<file path="src/rtl/div_unit_pkg.sv">
// Shared types and constants for the multi-cycle divider: FSM state codes,
// reset polarity and ready encodings.
package div_unit_pkg;

  localparam logic RST_ENABLE       = 1'b0;
  localparam logic RESULT_READY     = 1'b1;
  localparam logic RESULT_NOT_READY = 1'b0;

  typedef enum logic [1:0] {
    DIV_FREE   = 2'b00,
    DIV_BYZERO = 2'b01,
    DIV_ON     = 2'b10,
    DIV_END    = 2'b11
  } div_state_e;

endpackage

</file>
<file path="src/rtl/div_unit_if.sv">
// Request/result bundle between the EX stage (master) and the divider (slave).
interface div_unit_if #(
  parameter int DW = 32
);
  logic            signed_div_i;
  logic [DW-1:0]   opdata1_i;
  logic [DW-1:0]   opdata2_i;
  logic            start_i;
  logic            annul_i;
  logic [2*DW-1:0] result_o;
  logic            ready_o;

  modport master (
    output signed_div_i, opdata1_i, opdata2_i, start_i, annul_i,
    input  result_o, ready_o
  );

  modport slave (
    input  signed_div_i, opdata1_i, opdata2_i, start_i, annul_i,
    output result_o, ready_o
  );
endinterface

</file>
<file path="src/rtl/div_unit.sv">
// Restoring divider for DIV/DIVU: one quotient bit per cycle, magnitudes are
// divided and the signs of the latched operands are applied at the end.
module div_unit
  import div_unit_pkg::*;
#(
  parameter int DW    = 32,
  parameter int CNT_W = 6
) (
  input logic       clk,
  input logic       rst_n,
  div_unit_if.slave bus
);

  localparam logic [CNT_W-1:0] CNT_LAST = CNT_W'(DW);

  div_state_e      state_q, state_d;
  logic [CNT_W-1:0] cnt_q;
  logic [2*DW:0]   dvd_q;
  logic [DW-1:0]   dsr_q;
  logic            sgn_q;
  logic            op1_msb_q;
  logic            op2_msb_q;
  logic [2*DW-1:0] result_q;

  logic [DW:0]     trial;
  logic [DW-1:0]   quot_fix;
  logic [DW-1:0]   rem_fix;
  logic            accept;

  function automatic logic [DW-1:0] abs_op(input logic [DW-1:0] v, input logic sgn);
    logic signed [DW-1:0] s;
    s = signed'(v);
    return (sgn && s < 0) ? DW'(-s) : v;
  endfunction

  function automatic logic [DW-1:0] neg_if(input logic [DW-1:0] v, input logic en);
    return en ? (~v + DW'(1)) : v;
  endfunction

  assign accept   = bus.start_i && !bus.annul_i;
  assign trial    = {1'b0, dvd_q[2*DW-1:DW]} - {1'b0, dsr_q};
  assign quot_fix = neg_if(dvd_q[DW-1:0], sgn_q && (op1_msb_q ^ op2_msb_q));
  assign rem_fix  = neg_if(dvd_q[2*DW:DW+1], sgn_q && op1_msb_q);

  always_ff @(posedge clk) begin
    if (rst_n == RST_ENABLE) state_q <= DIV_FREE;
    else                     state_q <= state_d;
  end

  always_comb begin
    state_d = state_q;
    unique case (state_q)
      DIV_FREE:   if (accept) state_d = (bus.opdata2_i == '0) ? DIV_BYZERO : DIV_ON;
      DIV_BYZERO: state_d = DIV_END;
      DIV_ON: begin
        if (bus.annul_i)            state_d = DIV_FREE;
        else if (cnt_q == CNT_LAST) state_d = DIV_END;
      end
      DIV_END:    if (!bus.start_i || bus.annul_i) state_d = DIV_FREE;
      default:    state_d = DIV_FREE;
    endcase
  end

  always_comb begin
    bus.ready_o  = (state_q == DIV_END) ? RESULT_READY : RESULT_NOT_READY;
    bus.result_o = result_q;
  end

  // Control: iteration counter and the registered result
  always_ff @(posedge clk) begin
    if (rst_n == RST_ENABLE) begin
      cnt_q    <= '0;
      result_q <= '0;
    end else begin
      unique case (state_q)
        DIV_FREE: begin
          cnt_q    <= '0;
          result_q <= '0;
        end
        DIV_BYZERO: result_q <= '0;
        DIV_ON: begin
          if (bus.annul_i)            cnt_q <= '0;
          else if (cnt_q != CNT_LAST) cnt_q <= cnt_q + CNT_W'(1);
          else                        result_q <= {rem_fix, quot_fix};
        end
        DIV_END:  if (!bus.start_i || bus.annul_i) result_q <= '0;
        default:  result_q <= '0;
      endcase
    end
  end

  // Datapath: operand capture at start, then one trial subtraction per cycle
  always_ff @(posedge clk) begin
    if (state_q == DIV_FREE && accept) begin
      sgn_q     <= bus.signed_div_i;
      op1_msb_q <= bus.opdata1_i[DW-1];
      op2_msb_q <= bus.opdata2_i[DW-1];
      dsr_q     <= abs_op(bus.opdata2_i, bus.signed_div_i);
      dvd_q     <= {{DW{1'b0}}, abs_op(bus.opdata1_i, bus.signed_div_i), 1'b0};
    end else if (state_q == DIV_ON && !bus.annul_i && cnt_q != CNT_LAST) begin
      if (trial[DW]) dvd_q <= {dvd_q[2*DW-1:0], 1'b0};
      else           dvd_q <= {trial[DW-1:0], dvd_q[DW-1:0], 1'b1};
    end
  end

endmodule

</file>
<file path="src/flat_wrapper.sv">
// flat-port wrapper written by rule: the top's interface ports become plain ports
module div_unit_flat import div_unit_pkg::*;
#(
  parameter int DW    = 32,
  parameter int CNT_W = 6
)
  (clk, rst_n, bus_signed_div_i, bus_opdata1_i, bus_opdata2_i, bus_start_i, bus_annul_i, bus_result_o, bus_ready_o);
  div_unit_if #(.DW(DW)) bus_i ();
  input logic clk;
  input logic rst_n;
  input wire logic [$bits(bus_i.signed_div_i)-1:0] bus_signed_div_i;
  input wire logic [$bits(bus_i.opdata1_i)-1:0] bus_opdata1_i;
  input wire logic [$bits(bus_i.opdata2_i)-1:0] bus_opdata2_i;
  input wire logic [$bits(bus_i.start_i)-1:0] bus_start_i;
  input wire logic [$bits(bus_i.annul_i)-1:0] bus_annul_i;
  output wire logic [$bits(bus_i.result_o)-1:0] bus_result_o;
  output wire logic [$bits(bus_i.ready_o)-1:0] bus_ready_o;
  assign bus_i.signed_div_i = bus_signed_div_i;
  assign bus_i.opdata1_i = bus_opdata1_i;
  assign bus_i.opdata2_i = bus_opdata2_i;
  assign bus_i.start_i = bus_start_i;
  assign bus_i.annul_i = bus_annul_i;
  assign bus_result_o = bus_i.result_o;
  assign bus_ready_o = bus_i.ready_o;
  div_unit #(.DW(DW), .CNT_W(CNT_W)) u_core (.clk(clk), .rst_n(rst_n), .bus(bus_i));
endmodule
</file>
<file path="config.mk">
export PLATFORM = sky130hd
export DESIGN_NAME = div_unit_flat
export DESIGN_NICKNAME = d
export VERILOG_FILES = /design/src/rtl/div_unit_pkg.sv /design/src/rtl/div_unit_if.sv /design/src/rtl/div_unit.sv /design/src/flat_wrapper.sv
export SDC_FILE = /design/constraint.sdc
export NUM_CORES = 1
export LEC_CHECK = 0
export ABC_AREA = 1
export BUFFER_PORTS_ARGS = -buffer_cell sky130_fd_sc_hd__buf_2
export CORE_UTILIZATION = 38
export DETAILED_ROUTE_END_ITERATION = 6
export SLEW_MARGIN = 20
export SYNTH_ARGS = -nofsm -noshare
export SYNTH_HDL_FRONTEND = slang
export SYNTH_SLANG_ARGS = --single-unit
</file>
<file path="constraint.sdc">
create_clock -name clk -period 2.1 [get_ports clk]
set_input_delay 0.21 -clock clk [delete_from_list [all_inputs] [get_ports clk]]
set_output_delay 0.21 -clock clk [all_outputs]
set_load 0.03 [all_outputs]
</file>
### Word level (Yosys, flattened, before mapping)

Cells that the tools add are included.

| storage, ports and cells | value |
|---|---|
| register bits after elaboration | 172 |
| input port bits | 69 |
| output and inout bits | 65 |
| logic and storage cells | 71 |

| operators by class | value |
|---|---|
| add/sub/neg operators | 6 |
| $lt $le $gt $ge | 2 |
| equal/unequal tests | 11 |
| mux-type cells | 21 |
| bitwise logic cells | 3 |
| reduce and logical (&&, ||, !) cells | 19 |

Operator list:

| kind | count |
|---|---|
| 64-bit two-way mux | 3 |
| 64-bit one-hot mux with 3 select lines | 1 |
| 32-bit two-way mux | 4 |
| 33-bit two-way mux | 2 |
| 65-bit two-way mux | 1 |
| 32-bit by 1-bit adder with 32-bit output (second input constant) | 2 |
| 32-bit by 1-bit less-than comparator with 1-bit output (second input constant) | 2 |
| 32-bit negation | 2 |
| 32-bit inverter | 2 |
| 32-bit by 32-bit subtractor with 33-bit output | 1 |
| 32-bit zero test | 1 |
| 6-bit two-way mux | 2 |
| 6-bit one-hot mux with 2 select lines | 1 |
| 2-bit two-way mux | 5 |
| 1-bit logical AND | 8 |
| 2-bit one-hot mux with 4 select lines | 1 |
| 6-bit by 1-bit adder with 6-bit output (second input constant) | 1 |
| 6-bit equality test (second input constant) | 1 |
| 3-bit by 2-bit != test with 1-bit output (second input constant) | 2 |
| 6-bit != test (second input constant) | 1 |
| 3-bit AND reduction | 2 |
| 2-bit equality test (second input constant) | 2 |
| 2-bit by 1-bit != test with 1-bit output (second input constant) | 2 |
| 2-bit != test (second input constant) | 2 |
| 9 further kinds | 11 |

### Logic depth before layout (Yosys ltp)

Gate-level depths: netlist of the first run.

| logic depth | value |
|---|---|
| word-level depth | 6 |
| depth in mapped cells | 17 |
| depth with buffers taken out | 16 |

### Worst setup path before layout of the first run

Ideal clock, no wire load.

| timing | value |
|---|---|
| path kind | flip-flop to flip-flop |
| start point | register u_core.dsr_q[0] |
| end point | register u_core.dvd_q[52] |
| arrival time | 2.027 ns |
| data required time | 1.988 ns |
| setup slack | -0.039 ns |
| cell stages (with the launch flop) | 17 |
| buffers on the path | 2 |
| cells stage by stage | edfxtp_1 > ha_1 > fa_1 > inv_1 > nand3_1 > nand2_1 > nand2_1 > nand2_1 > nand2_1 > nand2_2 > nand2_2 > nand2_4 > buf_6 > buf_6 > nand3_1 > nand2_1 > nand2_1 |

| between the ends | value |
|---|---|
| word-level cells in the longest chain between the ends | 2 |

Ends and longest elaborated chain:

| item | RTL line | text |
|---|---|---|
| start: declaration | div_unit.sv:19 | `logic [DW-1:0] dsr_q;` |
| start signal: assignment | div_unit.sv:98 | `dsr_q <= abs_op(bus.opdata2_i, bus.signed_div_i);` |
| 32-bit by 32-bit subtractor with 33-bit output | div_unit.sv:41 | `assign trial = {1'b0, dvd_q[2*DW-1:DW]} - {1'b0, dsr_q};` |
| 65-bit two-way mux | div_unit.sv:101 | `if (trial[DW]) dvd_q <= {dvd_q[2*DW-1:0], 1'b0};` |
| end signal: assignment | div_unit.sv:99 | `dvd_q <= {{DW{1'b0}}, abs_op(bus.opdata1_i, bus.signed_div_i), 1'b0};` |
| end signal: assignment | div_unit.sv:101 |  |
| end signal: assignment | div_unit.sv:102 | `else dvd_q <= {trial[DW-1:0], dvd_q[DW-1:0], 1'b1};` |
| end: declaration | div_unit.sv:18 | `logic [2*DW:0] dvd_q;` |

Every way passes these cells.
A chain may end at the register's enable or synchronous reset.

### Worst setup path after layout of the first run

| timing | value |
|---|---|
| start point | register u_core.dsr_q[31] |
| end point | register u_core.dvd_q[59] |

Same word-level chain as after synthesis.

==> flow_summary.toml, run 1 <==
[route]
firstDrtPassIters = 6
dr_total_vias = 12983
avgViaCountPerCell = 5.16
ant_nets = 0
drc = 0
drt-total-wl_um = 39600
drt_iter0_drc = 1281
avgRoutedWirePerCell_um = 15.7

[sta]
worst_slew_pin_slew_ps = 515
finalHoldWorstSlack_ps = 54.0
hold_viol_final = 0
timing_max_transition_violations_final = 0
report.final.setup_viol = 30
grt_setup_unrepaired = "true"
maxClockFrequency_mhz = 453
period_needed_ps = 2210
fin_crit_sh = 1.05
slew_headroom = 0.654
skew_ps = 18.6
setup_ws_ps = -110

[placement]
dp.final_hpwl_um = 31000
dpl-instance-area_um2 = 14100
buffer_ports.inserted = 133
place_congestion = 0.984

[outcome]
failed_checks = "setup timing"
status = "finished with violations"

[pwr]
powerDensity_nw_per_um2 = 744
irDropWorstVdd_uv = 613
power_leakage_nw = 7.30

[worst_setup_path]
timing.setup.critical_path_class = "reg2reg"
cp-end-kind = "flip-flop"
biggest_fanout_along_the_worst_timing_path = 5
timing.critical_path.cells = "inv_1, ha_1, a21o_1, nor2_1, nand2_2, a21oi_4, nand2_4, clkbuf_16, o21ai_1, inv_1, nand2_1, nand2_1"
worst-endpoint-arrival_ps = 2560
crit_path_start_kind = "flip-flop"
critical_path.max_stage_delay_ps = 360
critPathSlowestCell = "sky130_fd_sc_hd__edfxtp_1"
cp.required_ps = 2450

[synth]
synth-seq-area-share = 0.338
ys.flop_type = "sky130_fd_sc_hd__dfxtp_1"
netlist_instances = 1865
synth.most_common_cell = "sky130_fd_sc_hd__nand2_1"
synth_common_cells = "499 x sky130_fd_sc_hd__nand2_1, 265 x sky130_fd_sc_hd__inv_1, 192 x sky130_fd_sc_hd__nor2_1"
synth_edf_count = 67
post_synth_num_cell_types = 53
synth.yosys.warnings = 0
ys_async_rst_share = 0
number_of_nets_in_the_synthesized_netlist = 1973
yosys_register_bits = 172
synth_top_area_share = 0.173
post_synth.cell_area_avg_um2 = 6.53
synth_area_leader = "sky130_fd_sc_hd__dfxtp_1"
synth.top_cells.by_area = "sky130_fd_sc_hd__dfxtp_1 17%, sky130_fd_sc_hd__edfxtp_1 17%, sky130_fd_sc_hd__nand2_1 15%, sky130_fd_sc_hd__inv_1 8.2%, sky130_fd_sc_hd__a21oi_1 6.1%"
synth_area_um2 = 12200

[clock_network]
cts_buffers = 17
clk_latency_ps = 450
tritoncts = "built"
root_buffer = "sky130_fd_sc_hd__clkbuf_16"
clock_tree.buffer_depth = 2
cts.htree.levels = 4
clkSlewWorstSetupHoldPaths_ps = 70
tritoncts_num_sinks = 172

[flow_run]
drv_cap = 0

[global_routing]
first_pass_grt_wire_length_um = 61400
number_of_global_route_vias_before_repair = 11688
grt.total_usage = 0.239
grt_remaining_overflow = 0
grt_start_max_net_pins = 36
antenna_violations_before_repair = 0

[floorplan]
placementRows = 65
pin_count = 134
die_width_um = 181
die-height_um = 181
floorplan.die_area_um2 = 32800
initial_core_util = 0.386
core_um2 = 31600

[layout]
area_growth_pct = 26.0
postLayoutCellArea_um2 = 15300
antenna_diode_instance_count = 0
fraction_of_final_layout_cells_sized_beyond_drive_strength_1 = 0.205
design.final.nets = 2211

[worst_hold_path]
holdCritPathClass = "in2reg"
[layout make-up]
type                            instances  area, µm²
Timing Repair Buffer                  268       1860
Fill cell                            3258      16200
Sequential cell                       172       4120
Clock buffer                           20        479
Inverter                              278       1040
Clock inverter                         12        121
Tap cell                              402        503
Multi-Input combinational cell       1366       7220
[repair_timing]
action | in CTS | in global routing
pin swaps | 10 | 20
resized for setup | 49 | 72
cloned | 3 | 3
endpoints found under the setup margin | 33 | 53
setup buffers | 2 | 5
endpoints found under the hold margin | 2 | 0
hold buffers | 2 | 0
[final timing paths]
| check | from | to | slack (ps) | depth (start not counted) |
|---|---|---|---|---|
| worst max-delay path | u_core.dsr_q[31] | u_core.dvd_q[59] | -110 | 12 |
| worst min-delay path | bus_signed_div_i | u_core.sgn_q | 50 | 1 |
| worst max register to register | u_core.dsr_q[31] | u_core.dvd_q[59] | -110 | 12 |
| worst min register to register | u_core.bus.result_o[59] | u_core.bus.result_o[59] | 460 | 2 |
[layer usage]
layer | global-route usage | part of all wire | vias to the layer above
met2 | 0.370 | 0.44 | 412
met1 | 0.348 | 0.48 | 5962
li1 | - | - | 6568
met3 | 0.0347 | 0.067 | 41
met4 | 0.0583 | 0.016 | 0
met5 | 0 | 0 | -
[per-stage QoR]
step | utilization | power, mW | worst slack [ps] | instances | setup TNS (ps)
after floorplan | - | 6.32 | 9.46 | 1865 | 0
after global placement | 0.447 | 7.64 | -276 | 2471 | -567
after detailed placement | 0.447 | 7.68 | -256 | 2471 | -1190
after CTS | 0.475 | 11.2 | -83.0 | 2510 | -575
after global routing | 0.486 | 12.1 | -231 | 2518 | -5660
final | 0.486 | 11.4 | -110 | 2518 | -1510
[flip-flops by register name, indices dropped and copies added (netlist names)]
register,count
u_core.bus.result_o,64
u_core.cnt_q,6
u_core.dsr_q,32
u_core.dvd_q,65
u_core.op1_msb_q,1
u_core.op2_msb_q,1
u_core.sgn_q,1
u_core.state_q,2
[power breakdown]
part           switching [mW]  internal [mW]
clock                    1.50           1.81
sequential              0.182           3.72
combinational            2.63           1.59
[kinds of logic after synthesis]
logic type / after synthesis / share of synthesized area
simple gates: 935 / 0.325
compound gates: 332 / 0.148
buf+inv: 328 / 0.106
flops: 172 / 0.338
xor+xnor: 59 / 0.0424
fa+ha+maj: 39 / 0.0407
[cell usage in the layout, fill, tap and decap left out, types with 5 or more instances in the layout]
cell                          n
sky130_fd_sc_hd__a21oi_1    136
sky130_fd_sc_hd__a21oi_2     13
sky130_fd_sc_hd__buf_12       7
sky130_fd_sc_hd__buf_2      133
sky130_fd_sc_hd__buf_4      119
sky130_fd_sc_hd__clkbuf_16   20
sky130_fd_sc_hd__dfxtp_1    101
sky130_fd_sc_hd__edfxtp_1    67
sky130_fd_sc_hd__ha_1        26
sky130_fd_sc_hd__ha_4         8
sky130_fd_sc_hd__inv_1      258
sky130_fd_sc_hd__inv_2       17
sky130_fd_sc_hd__nand2_1    473
sky130_fd_sc_hd__nand2_2     28
sky130_fd_sc_hd__nand2_4      5
sky130_fd_sc_hd__nand3_1    132
sky130_fd_sc_hd__nand3_2     13
sky130_fd_sc_hd__nand4_1     31
sky130_fd_sc_hd__nor2_1     187
sky130_fd_sc_hd__nor2_4       7
sky130_fd_sc_hd__nor3_1      24
sky130_fd_sc_hd__nor4_1       6
sky130_fd_sc_hd__o211ai_1    10
sky130_fd_sc_hd__o21ai_0     74
sky130_fd_sc_hd__o21ai_1     42
sky130_fd_sc_hd__o21ai_2      9
sky130_fd_sc_hd__o21bai_1     8
sky130_fd_sc_hd__o22ai_1     20
sky130_fd_sc_hd__or2_2        9
sky130_fd_sc_hd__xnor2_1     23
sky130_fd_sc_hd__xor2_1      36
[worst max-delay path: cells and delay by family (launching register included)]
kind / cells / cell delay (ps)
AOI/OAI and AO/OA: 3 / 600
adders and majority gates: 1 / 280
buffers and inverters: 3 / 350
DFF: 1 / 360
and+or+nand+nor: 5 / 520
No activity file was read; power rests on OpenSTA's default activity.
==> inputs of run 2 (changes only) <==
--- a/config.mk
+++ b/config.mk
@@ -7,8 +7,11 @@
 export LEC_CHECK = 0
 export ABC_AREA = 1
 export BUFFER_PORTS_ARGS = -buffer_cell sky130_fd_sc_hd__buf_2
+export CELL_PAD_IN_SITES_DETAIL_PLACEMENT = 0
+export CELL_PAD_IN_SITES_GLOBAL_PLACEMENT = 1
 export CORE_UTILIZATION = 38
 export DETAILED_ROUTE_END_ITERATION = 6
+export PLACE_DENSITY_LB_ADDON = 0.1
 export SLEW_MARGIN = 20
 export SYNTH_ARGS = -nofsm -noshare
 export SYNTH_HDL_FRONTEND = slang
==> run 2 against run 1 <==
The run ends with DRC, setup timing left. Register-to-register slack improved by 60 ps. Power decreased by 0.22%. Critical path depth decreased by 1. Die area unchanged. Clock power decreased by 5%.
==> flow_summary.toml, run 2 (synthesis results as in run 1) <==
[floorplan]
floorplan.die_area_um2 = 32800
core_um2 = 31600
pin_count = 134
placementRows = 65
initial_core_util = 0.386
die_width_um = 181
die-height_um = 181

[sta]
setup_ws_ps = -50.0
fin_crit_sh = 1.02
period_needed_ps = 2150
timing_max_transition_violations_final = 0
grt_setup_unrepaired = "true"
maxClockFrequency_mhz = 465
worst_slew_pin_slew_ps = 533
hold_viol_final = 0
finalHoldWorstSlack_ps = 40.3
report.final.setup_viol = 24
slew_headroom = 0.641
skew_ps = 13.7

[layout]
max_flop_register = "u_core.dvd_q"
area_growth_pct = 25.7
layout_commonest_cell = "sky130_fd_sc_hd__nand2_1"
instances_no_fill = 2521
design.final.nets = 2214
largest_reg_flops = 65
fraction_of_final_layout_cells_sized_beyond_drive_strength_1 = 0.207
postLayoutCellArea_um2 = 15300
layout.cells.most_common_list = "468 x sky130_fd_sc_hd__nand2_1, 259 x sky130_fd_sc_hd__inv_1, 183 x sky130_fd_sc_hd__nor2_1, 134 x sky130_fd_sc_hd__a21oi_1, 133 x sky130_fd_sc_hd__buf_2"
post-route-util = 0.485
antenna_diode_instance_count = 0

[pwr]
powerDensity_nw_per_um2 = 745
power_leakage_nw = 7.27
irDropWorstVdd_uv = 661
power_consumption_mw = 11.4

[placement]
dpl-instance-area_um2 = 14100
buffer_ports.inserted = 133
post-place-cells = 2473
dp.final_hpwl_um = 32000
place_congestion = 0.931

[route]
dr_total_vias = 12723
avgViaCountPerCell = 5.05
avgRoutedWirePerCell_um = 16.2
firstDrtPassIters = 7
drc = 2
ant_nets = 0
drt-total-wl_um = 40800
drt_iter0_drc = 995

[worst_setup_path]
biggest_fanout_along_the_worst_timing_path = 7
worst-r2r-cell-count = 11
cp-end-kind = "flip-flop"
timing.setup.critical_path_class = "reg2reg"
critPathSlowestCell = "sky130_fd_sc_hd__edfxtp_1"
timing.critical_path.cells = "inv_2, ha_1, a21o_1, nor2_1, nand2_1, a21oi_4, nand2_8, clkbuf_16, buf_4, o21ai_1, o21ai_1"
worst-endpoint-arrival_ps = 2490
regToRegEndpoint = "u_core.dvd_q[38]"
cp.required_ps = 2440
crit_top_cell = "sky130_fd_sc_hd__o21ai_1"
critical_path.max_stage_delay_ps = 400
setup.reg_to_reg.worst_slack_ps = -50
crit_path_start_kind = "flip-flop"
rr_startpoint = "u_core.dsr_q[31]"

[global_routing]
number_of_global_route_vias_before_repair = 11697
grt.total_usage = 0.249
antenna_violations_before_repair = 1
first_pass_grt_wire_length_um = 63100
grt_remaining_overflow = 0
grt_start_max_net_pins = 44

[flow_run]
drv_cap = 0

[clock_network]
clock_tree.buffer_depth = 2
tritoncts_num_sinks = 172
tritoncts = "built"
root_buffer = "sky130_fd_sc_hd__clkbuf_16"
cts_buffers = 17
cts.htree.levels = 4
clk_latency_ps = 460
clkSlewWorstSetupHoldPaths_ps = 70

[outcome]
status = "finished with violations"
failed_checks = "DRC, setup timing"

[worst_hold_path]
hold-path-endpoint = "u_core.dsr_q[0]"
holdPathStages = 2
holdCritPathClass = "in2reg"
timing.hold.worst.start = "bus_opdata2_i[0]"
==> run 2: cell types whose count changed in the layout (fill, tap and decap cells not counted), moves of 4 or more <==
cell,change
sky130_fd_sc_hd__nand2_4,+4
sky130_fd_sc_hd__nand2_1,-5
sky130_fd_sc_hd__buf_4,+10
sky130_fd_sc_hd__o21ai_0,-7
sky130_fd_sc_hd__nor2_1,-4
sky130_fd_sc_hd__o21ai_2,-7
sky130_fd_sc_hd__o21ai_1,+13
==> run 2: metal layers <==
metal	routed length (µm)	global-route usage	vias up	part of all wire
met4	410	0.0549	2	0.010
met2	17300	0.367	330	0.42
met1	20700	0.371	5795	0.51
met3	2370	0.0460	26	0.058
met5	11	0	-	0.00027
li1	-	-	6570	-
==> run 2: worst max-delay path, delay by kind of cell (launching register included) <==
family          cells  cell delay (ps)
simple gates        3              370
flops               1              400
compound gates      4              600
fa+ha+maj           1              270
buf+inv             3              390
==> run 2: where the power goes <==
part / internal, mW / switching, mW
Clock: 1.66 / 1.49
Sequential: 3.72 / 0.185
Combinational: 1.64 / 2.70
Total: 7.03 / 4.37
==> run 2: repair_timing <==
action	4_1_cts	5_1_grt
hold buffers	1	0
resized for setup	31	106
cloned	2	2
setup buffers	8	5
hold endpoints to repair	1	0
pin swaps	4	20
setup endpoints to repair	34	51
==> run 2: how the worst max path moves through the flow <==
stage	cells after the start	startpoint	slack (ps)	to
3_3_place_gp	15	u_core.dsr_q[0]	-110	u_core.dvd_q[33]
5_1_grt	17	u_core.dvd_q[32]	-170	u_core.dvd_q[51]
6_report	11	u_core.dsr_q[31]	-50	u_core.dvd_q[38]
4_1_cts	17	u_core.dsr_q[0]	-70	u_core.dvd_q[55]
3_5_place_dp	15	u_core.dsr_q[0]	-170	u_core.dvd_q[34]
2_1_floorplan	16	u_core.dsr_q[0]	9	u_core.dvd_q[52]
==> run 2: through the flow <==
stage	TNS [ps]	setup WS (ps)
after floorplan	0	9.46
after global placement	-2380	-112
after detailed placement	-3480	-175
after CTS	-1180	-72.7
after global routing	-4490	-173
final	-518	-50.0
==> run 2: layout make-up <==
cell class	instances	area [µm²]
clock buffer	21	482
sequential	172	4120
inverter	278	1050
timing repair buffer	272	1830
clock inverter	11	83.8
multi-input combinational	1365	7230
fill	3376	16300
tap	402	503
